--- src/rtl/instr_fetch_ctrl.sv ---
`default_nettype none
// ============================================================================
// Module      : instr_fetch_ctrl
// Description : Fetch sequencer for a combinational instruction ROM. Owns the
//               program counter, registers each fetched byte into a one-entry
//               output slot offered to decode over valid/ready, and handles
//               branch redirects, halt requests, restart and PC wrap-around.
// Revision    : 1.0 - initial release
// ============================================================================
module instr_fetch_ctrl #(
  parameter int ADDR_W  = 4,
  parameter int DATA_W  = 8,
  parameter bit WRAP_EN = 1'b1
) (
  input  logic              clk,
  input  logic              rst_n,
  input  logic              start,
  input  logic              halt_req,
  input  logic              redirect_valid,
  input  logic [ADDR_W-1:0] redirect_addr,
  output logic [ADDR_W-1:0] imem_addr,
  input  logic [DATA_W-1:0] imem_data,
  output logic [DATA_W-1:0] instr,
  output logic [ADDR_W-1:0] instr_pc,
  output logic              instr_valid,
  input  logic              instr_ready,
  output logic [ADDR_W-1:0] pc,
  output logic              halted,
  output logic [7:0]        issue_cnt
);

  typedef enum logic [1:0] {
    S_IDLE = 2'd0,
    S_RUN  = 2'd1,
    S_HALT = 2'd2
  } state_t;

  localparam logic [ADDR_W-1:0] c_pc_max  = '1;
  localparam logic [7:0]        c_cnt_max = 8'hFF;

  state_t              r_state;
  state_t              w_state_nxt;
  logic [ADDR_W-1:0]   r_pc;
  logic [ADDR_W-1:0]   w_pc_nxt;
  logic [DATA_W-1:0]   r_instr;
  logic [DATA_W-1:0]   w_instr_nxt;
  logic [ADDR_W-1:0]   r_instr_pc;
  logic [ADDR_W-1:0]   w_instr_pc_nxt;
  logic                r_valid;
  logic                w_valid_nxt;
  logic                r_halted;
  logic [7:0]          r_issue_cnt;
  logic                w_accept;
  logic                w_slot_free;

  assign w_accept    = r_valid && instr_ready;
  assign w_slot_free = !r_valid || instr_ready;

  assign imem_addr   = r_pc;
  assign pc          = r_pc;
  assign instr       = r_instr;
  assign instr_pc    = r_instr_pc;
  assign instr_valid = r_valid;
  assign halted      = r_halted;
  assign issue_cnt   = r_issue_cnt;

  // Next-state and slot/PC update: halt beats redirect beats capture in RUN.
  always_comb begin
    w_state_nxt    = r_state;
    w_pc_nxt       = r_pc;
    w_instr_nxt    = r_instr;
    w_instr_pc_nxt = r_instr_pc;
    w_valid_nxt    = r_valid;
    case (r_state)
      S_IDLE: begin
        if (w_accept) w_valid_nxt = 1'b0;
        if (start)    w_state_nxt = S_RUN;
      end
      S_RUN: begin
        if (halt_req) begin
          // Pending slot is kept until decode takes it.
          w_state_nxt = S_HALT;
          if (w_accept) w_valid_nxt = 1'b0;
        end else if (redirect_valid) begin
          // Flush the slot; the cycle spent here is the branch bubble.
          w_pc_nxt    = redirect_addr;
          w_valid_nxt = 1'b0;
        end else if (w_slot_free) begin
          w_instr_nxt    = imem_data;
          w_instr_pc_nxt = r_pc;
          w_valid_nxt    = 1'b1;
          w_pc_nxt       = r_pc + 1'b1;
          if (!WRAP_EN && (r_pc == c_pc_max)) w_state_nxt = S_HALT;
        end
      end
      S_HALT: begin
        if (start) begin
          w_state_nxt = S_RUN;
          w_pc_nxt    = '0;
          w_valid_nxt = 1'b0;
        end else if (w_accept) begin
          w_valid_nxt = 1'b0;
        end
      end
      default: begin
        w_state_nxt = S_IDLE;
      end
    endcase
  end

  // State, PC and output slot registers.
  always_ff @(posedge clk or negedge rst_n) begin
    if (!rst_n) begin
      r_state    <= S_IDLE;
      r_pc       <= '0;
      r_instr    <= '0;
      r_instr_pc <= '0;
      r_valid    <= 1'b0;
      r_halted   <= 1'b0;
    end else begin
      r_state    <= w_state_nxt;
      r_pc       <= w_pc_nxt;
      r_instr    <= w_instr_nxt;
      r_instr_pc <= w_instr_pc_nxt;
      r_valid    <= w_valid_nxt;
      r_halted   <= (w_state_nxt == S_HALT);
    end
  end

  // Saturating count of instructions handed to decode, in any state.
  always_ff @(posedge clk or negedge rst_n) begin
    if (!rst_n) begin
      r_issue_cnt <= 8'd0;
    end else if (w_accept && (r_issue_cnt != c_cnt_max)) begin
      r_issue_cnt <= r_issue_cnt + 8'd1;
    end
  end

endmodule
`default_nettype wire

--- config.mk ---
export PLATFORM = sky130hd
export DESIGN_NAME = instr_fetch_ctrl
export DESIGN_NICKNAME = d
export VERILOG_FILES = /design/src/rtl/instr_fetch_ctrl.sv
export SDC_FILE = /design/constraint.sdc
export NUM_CORES = 1
export LEC_CHECK = 0
export ABC_AREA = 1
export CAP_MARGIN = 30
export CORE_MARGIN = 2
export CORE_UTILIZATION = 47
export DETAILED_ROUTE_END_ITERATION = 10
export PLACE_DENSITY = 0.88
export SLEW_MARGIN = 20
export SYNTH_ARGS = -nofsm -noshare
export SYNTH_HDL_FRONTEND = slang
export SYNTH_SLANG_ARGS = --single-unit
--- constraint.sdc ---
create_clock -name clk -period 1.7 [get_ports clk]
set_clock_uncertainty 0.15 [all_clocks]
set_input_delay 0.34 -clock clk [delete_from_list [all_inputs] [get_ports clk]]
set_output_delay 0.34 -clock clk [all_outputs]
set_load 0.05 [all_outputs]
* Word-level counts from Yosys, hierarchy flattened
Cells that the tools add are included.
Operators by class: $add $sub $neg 2, multiply operators 0, divide/modulo/power cells 0, order comparisons 0, eq/ne operators 8, shift operators 0, mux-type cells 14, bitwise operators 2, reduce and logical (&&, ||, !) cells 11
Operators with widths (count):
- 4-bit two-way mux | 4
- 8-bit by 1-bit adder with 8-bit output, second input constant | 1
- 8-bit != test, second input constant | 1
- 4-bit case mux with 2 select lines | 1
- 4-bit AND reduction | 2
- 1-bit two-way mux | 5
- 4-bit by 1-bit adder with 4-bit output, second input constant | 1
- 2-bit equality test, second input constant | 2
- 2-bit two-way mux | 2
- 2-bit != test, second input constant | 2
- 4-bit != test, second input constant | 1
- 2-bit case mux with 2 select lines | 1
- 3-bit != test, second input constant | 1
- 1-bit case mux with 3 select lines | 1
- 3-bit nonzero test | 1
- 2-bit by 1-bit equality test with 1-bit output, second input constant | 1
- 1-bit logical AND | 2
- 2-bit logical NOT | 1
- 1-bit NOT | 2
- 2-bit AND reduction | 1
- 2-bit nonzero test | 1
- 2-bit OR reduction | 1
- 1-bit logical NOT | 1
- 1-bit logical OR | 1
Word-level totals: register bits after elaboration 28, bits in latches 0, memory bits (writable) 0, memory bits (read-only) 0, logic and storage cells 44, memories kept 0

* Depth between registers and ports, before layout
Gate-level depths: netlist of the first run.
depth after elaboration 6, gate-level depth with buffers 9, mapped depth without buffers 8

* Worst setup path before layout of the first run
Ideal clock, no wire load.
kind reg-to-reg, from register r_issue_cnt[1] (netlist: issue_cnt[1]), to register r_issue_cnt[7] (netlist: issue_cnt[7]), arrival time 1.439 ns, path slack -0.007 ns, stages on the path, launching flop included 9, buffers on the path 0, cells stage by stage dfrtp_1 -> ha_1 -> nand2_1 -> inv_1 -> nand3b_4 -> nand2_8 -> inv_4 -> nand2_1 -> nand2_1
On the way: longest elaborated chain between the ends 2, elaborated cells on any way between the ends 3
RTL lines:
- start: declaration | line 52 | logic [7:0] r_issue_cnt;
- start signal: assignment | line 135 | r_issue_cnt <= r_issue_cnt + 8'd1;
- parallel branches: the longest is 2 deep, another holds 8-bit by 1-bit adder with 8-bit output
Several ways; the timed one is not identified. A chain may end at the register's enable or synchronous reset.

* Worst setup path in the final report of the first run
from register r_pc[0] (netlist: imem_addr[0]), to output imem_addr[0]
RTL lines:
- start: declaration | line 43 | logic [ADDR_W-1:0] r_pc;
- start signal: assignment | line 122 | r_pc <= w_pc_nxt;
- end: declaration | line 21 | output logic [ADDR_W-1:0] imem_addr,
No word-level cell between the ends.

==> results.rst, run 1 <==
.. list-table::
   :header-rows: 1

   * - Metric
     - Value
   * - Average cell area after synthesis
     - 8.407 um^2
   * - Placed cell count
     - 283
   * - Worst-Margin Slew
     - 0.3588 ns
   * - Min-Delay Path Class
     - input port to asynchronous set/reset pin
   * - Clock net sink count
     - 28
   * - Status
     - complete, no violations
   * - Power per Cell Area
     - 1916 mW/mm^2
   * - Most numerous cell types in the synthesized netlist
     - sky130_fd_sc_hd__nand2_1, sky130_fd_sc_hd__inv_1, sky130_fd_sc_hd__dfrtp_1
   * - Switching power as a share of total power
     - 47.07%
   * - Leakage power
     - 1.229 nW
   * - Nature of the critical path startpoint
     - flip-flop
   * - Final critical-path setup slack
     - 0.1053 ns
   * - Post-synthesis to final-layout area growth
     - 53.41%
   * - H-tree depth
     - 1
   * - CP Data Arrival Time
     - 1.10 ns
   * - Share of synthesized area occupied by flip-flops and latches
     - 43.41%
   * - Tmin final
     - 1.595 ns
   * - Maximum number of buffers from clock root to sink
     - 2
   * - YS warnings
     - 0
   * - Maximum number of pins on one net before global-route repair
     - 29
   * - Via count of the routed design
     - 1428
   * - Die ar.
     - 0.003919 mm^2
   * - Post-route antenna net violation count
     - 0
   * - Vertical die dimension
     - 62.60 um
   * - Post-synth EDFFs
     - 0
   * - Initial Utilization
     - 48.75%
   * - Root buffer cell
     - sky130_fd_sc_hd__clkbuf_4
   * - Cell taking the most area after synthesis
     - sky130_fd_sc_hd__dfrtp_1
   * - Tot Pwr
     - 4.745 mW
   * - Flop-to-flop setup slack
     - 0.11 ns
   * - Maximum clock rate
     - 627.1 MHz
   * - Number of buffers added by the clock tree synthesis step
     - 3
   * - Routed wire length
     - 3596 um
   * - Fraction of synthesis flops using an asynchronous set or reset pin
     - 100.0%
   * - Die Span X
     - 62.60 um
   * - Antenna Diode Count
     - 0
   * - Global-route congestion overflow total
     - 0
   * - Number of violations reported at the end of detailed-routing iteration 0
     - 94
   * - Total setup buffers inserted after CTS
     - 0
   * - Category of the critical setup timing path
     - flip-flop to output pin
   * - Final Max Slew Viols
     - 0
   * - Worst slack after detailed placement
     - -0.02563 ns
   * - Worst-case vdd ir drop
     - 0.001326 V
   * - Number of remaining DRC errors
     - 0
   * - Clk network pwr share
     - 6.9%
   * - Internal power consumption
     - 2.511 mW
   * - Fraction of final layout cells with drive strength greater than 1
     - 28.22%
   * - Total Nets Final
     - 266
   * - Post-route insts no fill
     - 287
   * - Core area
     - 0.003311 mm^2
   * - Worst Path Required
     - 1.21 ns
   * - Via density per instance
     - 4.976
   * - Distinct cell type count of the synthesized netlist
     - 31
   * - Number of buffers inserted by port buffering
     - 47
   * - Clock-pin slew reported for the worst setup and hold paths after clock tree synthesis
     - 0.15 ns
   * - Cts hold-fix bufs
     - 0
   * - Sequential fraction of design power
     - 26.6%
   * - Half-perimeter wire length of the detailed placement result
     - 2912 um
   * - Final setup violation count
     - 0
   * - Net switching power figure
     - 2.234 mW
   * - Peak fanout along the critical path
     - 7
   * - Total routing usage reported by global routing
     - 20.29%
   * - Flip-flop and latch count after synthesis
     - 28
   * - Gate count after technology mapping
     - 192
   * - Core Rows
     - 21
   * - Sort of element at the end of the critical path
     - output pin
   * - Most used flip-flop cell after synthesis
     - sky130_fd_sc_hd__dfrtp_1
   * - Placer's final routability congestion estimate
     - 0.7942
   * - Initial antenna violation count
     - 0
   * - Combinational share of power
     - 66.5%
   * - WL/cell
     - 12.53 um
   * - Sum of negative setup slack
     - 0 ns
   * - Synth top area cells
     - sky130_fd_sc_hd__dfrtp_1, sky130_fd_sc_hd__nand2_1, sky130_fd_sc_hd__inv_1
   * - Total count of hold-check failures in the final report
     - 0
   * - TritonCTS clock tree
     - done
   * - Total I/O pin count
     - 48
   * - Most common cell in the synthesized netlist
     - sky130_fd_sc_hd__nand2_1
   * - Final Cycle Share
     - 93.81%
   * - Max-cap viol count
     - 0
   * - Number of global-route vias before repair
     - 1457
   * - Syn Std Cell Area
     - 0.001614 mm^2
   * - First-pass detailed-route iteration total
     - 4
   * - Wire length of the first global-routing pass
     - 6348 um
   * - Post-cts resize count
     - 0
   * - Max transition margin
     - 76.08%
   * - Worst-Skew Late Latency
     - 0.33 ns
   * - Mapped Nets
     - 216
   * - Worst hold-check slack
     - 0.2094 ns
   * - Area share of the largest cell type after synthesis
     - 43.41%
   * - RSZ-0062 raised after global routing
     - false
==> cell type report <==
type,instances,area [um^2]
clock buffer,4,36.28
fill,231,834.6
inverter,33,126.4
multi-input combinational,124,732.0
sequential,28,703.2
tap,46,57.56
timing repair buffer,52,820.8
==> placed cells by master (no fill, tap or decap), drive strengths merged <==
cell	count
a21oi	2
and2	1
buf	35
clkbuf	4
clkdlybuf4s50	17
dfrtp	28
ha	6
inv	33
nand2	57
nand3	11
nand3b	1
nand4	6
nor2	8
nor2b	1
nor3	1
o211ai	2
o21ai	20
o31ai	1
or2	3
xnor2	3
xor2	1
==> cells by family after synthesis <==
group	synth area share, %
buffers and inverters	11.39
XOR/XNOR	2.636
flip-flops	43.41
AO/OA/AOI/OAI	11.01
adder cells (fa/ha/maj)	4.651
AND/OR/NAND/NOR	26.90
==> power by group through the flow <==
stage               Clock, mW  Sequential (mW)  Combinational, mW
finish                  0.329             1.26               3.16
global placement            0             1.26               3.09
detailed placement          0             1.27               3.17
CTS                     0.334             1.26               3.17
global route            0.359             1.29               3.35
floorplan                   0             1.94              0.982
==> metal layers <==
metal	vias up	GRT usage [%]	share of wire, %
met5	-	0	0
met4	0	8.611	2.2
met3	9	4.144	5.3
met2	54	37.23	53
met1	671	22.65	39
li1	694	-	-
==> worst paths after layout <==
kind                                           from                        to  cells after the start
min reg2reg                 instr_pc[2]$_DFFE_PN0P_   instr_pc[2]$_DFFE_PN0P_                      2
max reg2reg                    r_state[0]$_DFF_PN0_      r_state[0]$_DFF_PN0_                      6
min in group clk                       imem_data[4]      instr[4]$_DFFE_PN0P_                      3
max                        imem_addr[0]$_DFFE_PN0P_              imem_addr[0]                      2
max in group asynchronous                     rst_n  issue_cnt[1]$_DFFE_PN0P_                      2
min                                           rst_n  imem_addr[3]$_DFFE_PN0P_                      2
==> metrics by stage <==
step / utilization, % / cell area [um^2]
2_1_floorplan: - / 1617
3_3_place_gp: 73.62 / 2437
3_5_place_dp: 73.62 / 2437
4_1_cts: 74.72 / 2474
5_1_grt: 74.79 / 2476
6_report: 74.79 / 2476
==> critical path, cell delays in order (launching register included) <==
cell	delay, ns
sky130_fd_sc_hd__dfrtp_2	0.44
sky130_fd_sc_hd__buf_4	0.18
sky130_fd_sc_hd__buf_12	0.15
==> registers in the layout, summed over array words and instances, names as in the netlist <==
register,count
instr,8
instr_valid,1
issue_cnt,8
instr_pc,4
halted,1
r_state,2
imem_addr,4
Note: power is estimated with default switching activity, not from simulation.
==> run 2: changes to the inputs <==
--- a/config.mk
+++ b/config.mk
@@ -8,10 +8,12 @@
 export ABC_AREA = 1
 export CAP_MARGIN = 30
 export CORE_MARGIN = 2
-export CORE_UTILIZATION = 47
+export CORE_UTILIZATION = 49
+export CTS_BUF_LIST = sky130_fd_sc_hd__clkbuf_8
 export DETAILED_ROUTE_END_ITERATION = 10
-export PLACE_DENSITY = 0.88
+export PLACE_DENSITY = 0.91
 export SLEW_MARGIN = 20
 export SYNTH_ARGS = -nofsm -noshare
 export SYNTH_HDL_FRONTEND = slang
 export SYNTH_SLANG_ARGS = --single-unit
+export TNS_END_PERCENT = 10
==> run 2 against run 1 <==
  * Sequential power about the same
  * Count of clock-buffer cells in the layout down 1
  * Maximum frequency is 1.3% lower
  * Via count is 1.9% higher
  * Setup slack lost 0.021 ns
  * Die area decreased by 3.8%
  * Critical path depth is 6 higher
  * Cell area grew 0.96%
  * Combinational power is essentially flat
  * Critical endpoint is now issue_cnt[3]$_DFFE_PN0P_
==> results.rst, run 2 (synthesis gave the netlist of run 1 again) <==
.. list-table::
   :header-rows: 1

   * - Metric
     - Value
   * - Nature of the critical path startpoint
     - flip-flop
   * - Leakage power
     - 1.240 nW (+0.90%)
   * - Total routing usage reported by global routing
     - 22.82% (+2.5 points)
   * - Root buffer cell
     - sky130_fd_sc_hd__clkbuf_8
   * - Slowest stage cell, crit path
     - sky130_fd_sc_hd__dfrtp_1
   * - Slowest stage delay, CP
     - 0.44 ns (about the same)
   * - Peak fanout along the critical path
     - 8 (+1)
   * - Worst-Skew Late Latency
     - 0.27 ns (-0.06 ns)
   * - Leading cell types in the layout, fill and taps excluded
     - sky130_fd_sc_hd__nand2_1, sky130_fd_sc_hd__buf_12, sky130_fd_sc_hd__inv_1
   * - Number of buffers inserted by port buffering
     - 47 (unchanged)
   * - Die Span X
     - 61.40 um (-1.9%)
   * - Placed cell area
     - 0.002426 mm^2 (-0.46%)
   * - Worst-Margin Slew
     - 0.3487 ns (-0.01009 ns)
   * - TritonCTS clock tree
     - done
   * - Worst Path Required
     - 1.71 ns (+0.50 ns)
   * - Clock-pin slew reported for the worst setup and hold paths after clock tree synthesis
     - 0.10 ns (-0.05 ns)
   * - Start of the worst register-to-register path
     - issue_cnt[0]$_DFFE_PN0P_
   * - Cells along the critical path
     - ha_1 -> nand2_1 -> inv_1 -> nand3b_4 -> nand2_8 -> inv_4 -> nand2_1 -> nand2_1
   * - Initial Utilization
     - 52.02% (+3.3 points)
   * - Min-Delay Path Class
     - input port to asynchronous set/reset pin
   * - Sort of element at the end of the critical path
     - flip-flop
   * - Placer's final routability congestion estimate
     - 0.8173 (+2.9%)
   * - Most common cell after layout, fill and taps aside
     - sky130_fd_sc_hd__nand2_1
   * - Maximum number of buffers from clock root to sink
     - 2 (unchanged)
   * - Clock net sink count
     - 28 (unchanged)
   * - Maximum number of pins on one net before global-route repair
     - 29 (unchanged)
   * - H-tree depth
     - 1 (unchanged)
   * - Initial antenna violation count
     - 0 (unchanged)
   * - Worst-case vdd ir drop
     - 0.001151 V (-13%)
   * - Total I/O pin count
     - 48 (unchanged)
   * - Via density per instance
     - 5.123 (+3.0%)
   * - Most prevalent standard cell on the critical path
     - sky130_fd_sc_hd__nand2_1
   * - Global-route congestion overflow total
     - 0 (unchanged)
   * - Number of remaining DRC errors
     - 0 (unchanged)
   * - Buffering stage count on the worst path with inverters included
     - 2 (unchanged)
   * - Wire length of the first global-routing pass
     - 6306 um (-0.66%)
   * - Routed wire length
     - 3949 um (+9.8%)
   * - Final Cycle Share
     - 95.06% (+1.3 points)
   * - Total setup buffers inserted after CTS
     - 0 (unchanged)
   * - Max-cap viol count
     - 0 (unchanged)
   * - Total Nets Final
     - 265 (-0.38%)
   * - Core area
     - 0.003103 mm^2 (-6.3%)
   * - Power per Cell Area
     - 1990 mW/mm^2 (+3.9%)
   * - Number of buffers added by the clock tree synthesis step
     - 3 (unchanged)
   * - Status
     - complete, no violations
   * - Antenna Diode Count
     - 0 (unchanged)
   * - Die ar.
     - 0.003769 mm^2 (-3.8%)
   * - Total count of hold-check failures in the final report
     - 0 (unchanged)
   * - Flop-to-flop setup slack
     - 0.08 ns (-0.02 ns)
   * - Final Max Slew Viols
     - 0 (unchanged)
   * - Sum of negative setup slack
     - 0 ns (unchanged)
   * - Maximum clock rate
     - 618.8 MHz (-1.3%)
   * - Fraction of final layout cells with drive strength greater than 1
     - 27.50% (-0.72 points)
   * - Top Family by Delay on Critical Path
     - simple AND/OR/NAND/NOR gates
   * - Number of global-route vias before repair
     - 1344 (-7.8%)
   * - Launching element of the worst setup path
     - issue_cnt[0]$_DFFE_PN0P_
   * - Vertical die dimension
     - 61.40 um (-1.9%)
   * - Max transition margin
     - 76.55% (+0.47 points)
   * - WL/cell
     - 13.90 um (+11%)
   * - Post-synthesis to final-layout area growth
     - 54.88%
   * - Category of the critical setup timing path
     - flip-flop to flip-flop
   * - CP Data Arrival Time
     - 1.63 ns (+0.53 ns)
   * - Post-route antenna net violation count
     - 0 (unchanged)
   * - Cts hold-fix bufs
     - 0 (unchanged)
   * - Summed area of non-filler cells in the final layout
     - 0.002500 mm^2 (+0.96%)
   * - RSZ-0062 raised after global routing
     - false
   * - Half-perimeter wire length of the detailed placement result
     - 2973 um (+2.1%)
   * - First-pass detailed-route iteration total
     - 4 (unchanged)
   * - Cell count of the worst reg-to-reg path
     - 8 (+2)
   * - Core Rows
     - 20 (-4.8%)
   * - Via count of the routed design
     - 1455 (+1.9%)
   * - Number of violations reported at the end of detailed-routing iteration 0
     - 98 (+4.3%)
   * - Critical register-to-register path endpoint
     - issue_cnt[3]$_DFFE_PN0P_
   * - Final setup violation count
     - 0 (unchanged)
   * - Tmin final
     - 1.616 ns (+0.02138 ns)
-- run 2: final cells by class --
cell class / count / area (um^2)
Sequential cell: 28 / 701.9
Timing Repair Buffer: 51 / 813.3
Tap cell: 44 / 55.05
Inverter: 33 / 126.4
Multi-Input combinational cell: 124 / 732.0
Clock inverter: 1 / 30.03
Fill cell: 184 / 603.1
Clock buffer: 3 / 41.29
-- run 2: worst register-to-register path, stage by stage (launching register included) --
cell and delay (ns):
sky130_fd_sc_hd__dfrtp_1 0.44, sky130_fd_sc_hd__ha_1 0.22, sky130_fd_sc_hd__nand2_1 0.10, sky130_fd_sc_hd__inv_1 0.17, sky130_fd_sc_hd__nand3b_4 0.14, sky130_fd_sc_hd__nand2_8 0.12, sky130_fd_sc_hd__inv_4 0.05, sky130_fd_sc_hd__nand2_1 0.06
sky130_fd_sc_hd__nand2_1 0.06
-- run 2: power by group --
group / total [mW] / switching, mW / internal, mW
Sequential: 1.27 / 0.345 / 0.921
Clock: 0.520 / 0.205 / 0.315
Combinational: 3.19 / 1.73 / 1.46
Total: 4.98 / 2.28 / 2.69
-- run 2: worst max-delay path by stage --
stage / to / cells after the start
after floorplan: imem_addr[1]$_DFFE_PN0P_ / 4
after global placement: instr_pc[3]$_DFFE_PN0P_ / 6
after detailed placement: instr[6]$_DFFE_PN0P_ / 6
after CTS: r_state[0]$_DFF_PN0_ / 5
after global routing: r_state[0]$_DFF_PN0_ / 5
final: issue_cnt[3]$_DFFE_PN0P_ / 8
-- run 2: through the flow --
step / instances / util [%] / worst slack, ns / hold WS [ns] / total power, mW
2_1_floorplan: 192 / - / -0.007083 / -0.1056 / 2.919
3_3_place_gp: 280 / 78.19 / -0.004201 / 0.3797 / 4.343
3_5_place_dp: 280 / 78.19 / -0.09604 / 0.3908 / 4.443
4_1_cts: 284 / 80.48 / 0.04371 / 0.3022 / 4.993
5_1_grt: 284 / 80.56 / 0.01197 / 0.3083 / 5.228
6_report: 284 / 80.56 / 0.08393 / 0.2953 / 4.976
-- run 2: per-layer routing --
metal / track usage (%) / vias up / part of all wire, %
li1: - / 694 / -
met1: 29.22 / 683 / 39
met2: 39.82 / 70 / 53
met3: 3.151 / 8 / 5.8
met4: 7.599 / 0 / 1.9
met5: 0 / - / 0
-- run 2: repair_timing --
action,in CTS,in global routing
hold endpoints to repair,0,0
resized for setup,0,1
setup endpoints to repair,0,6
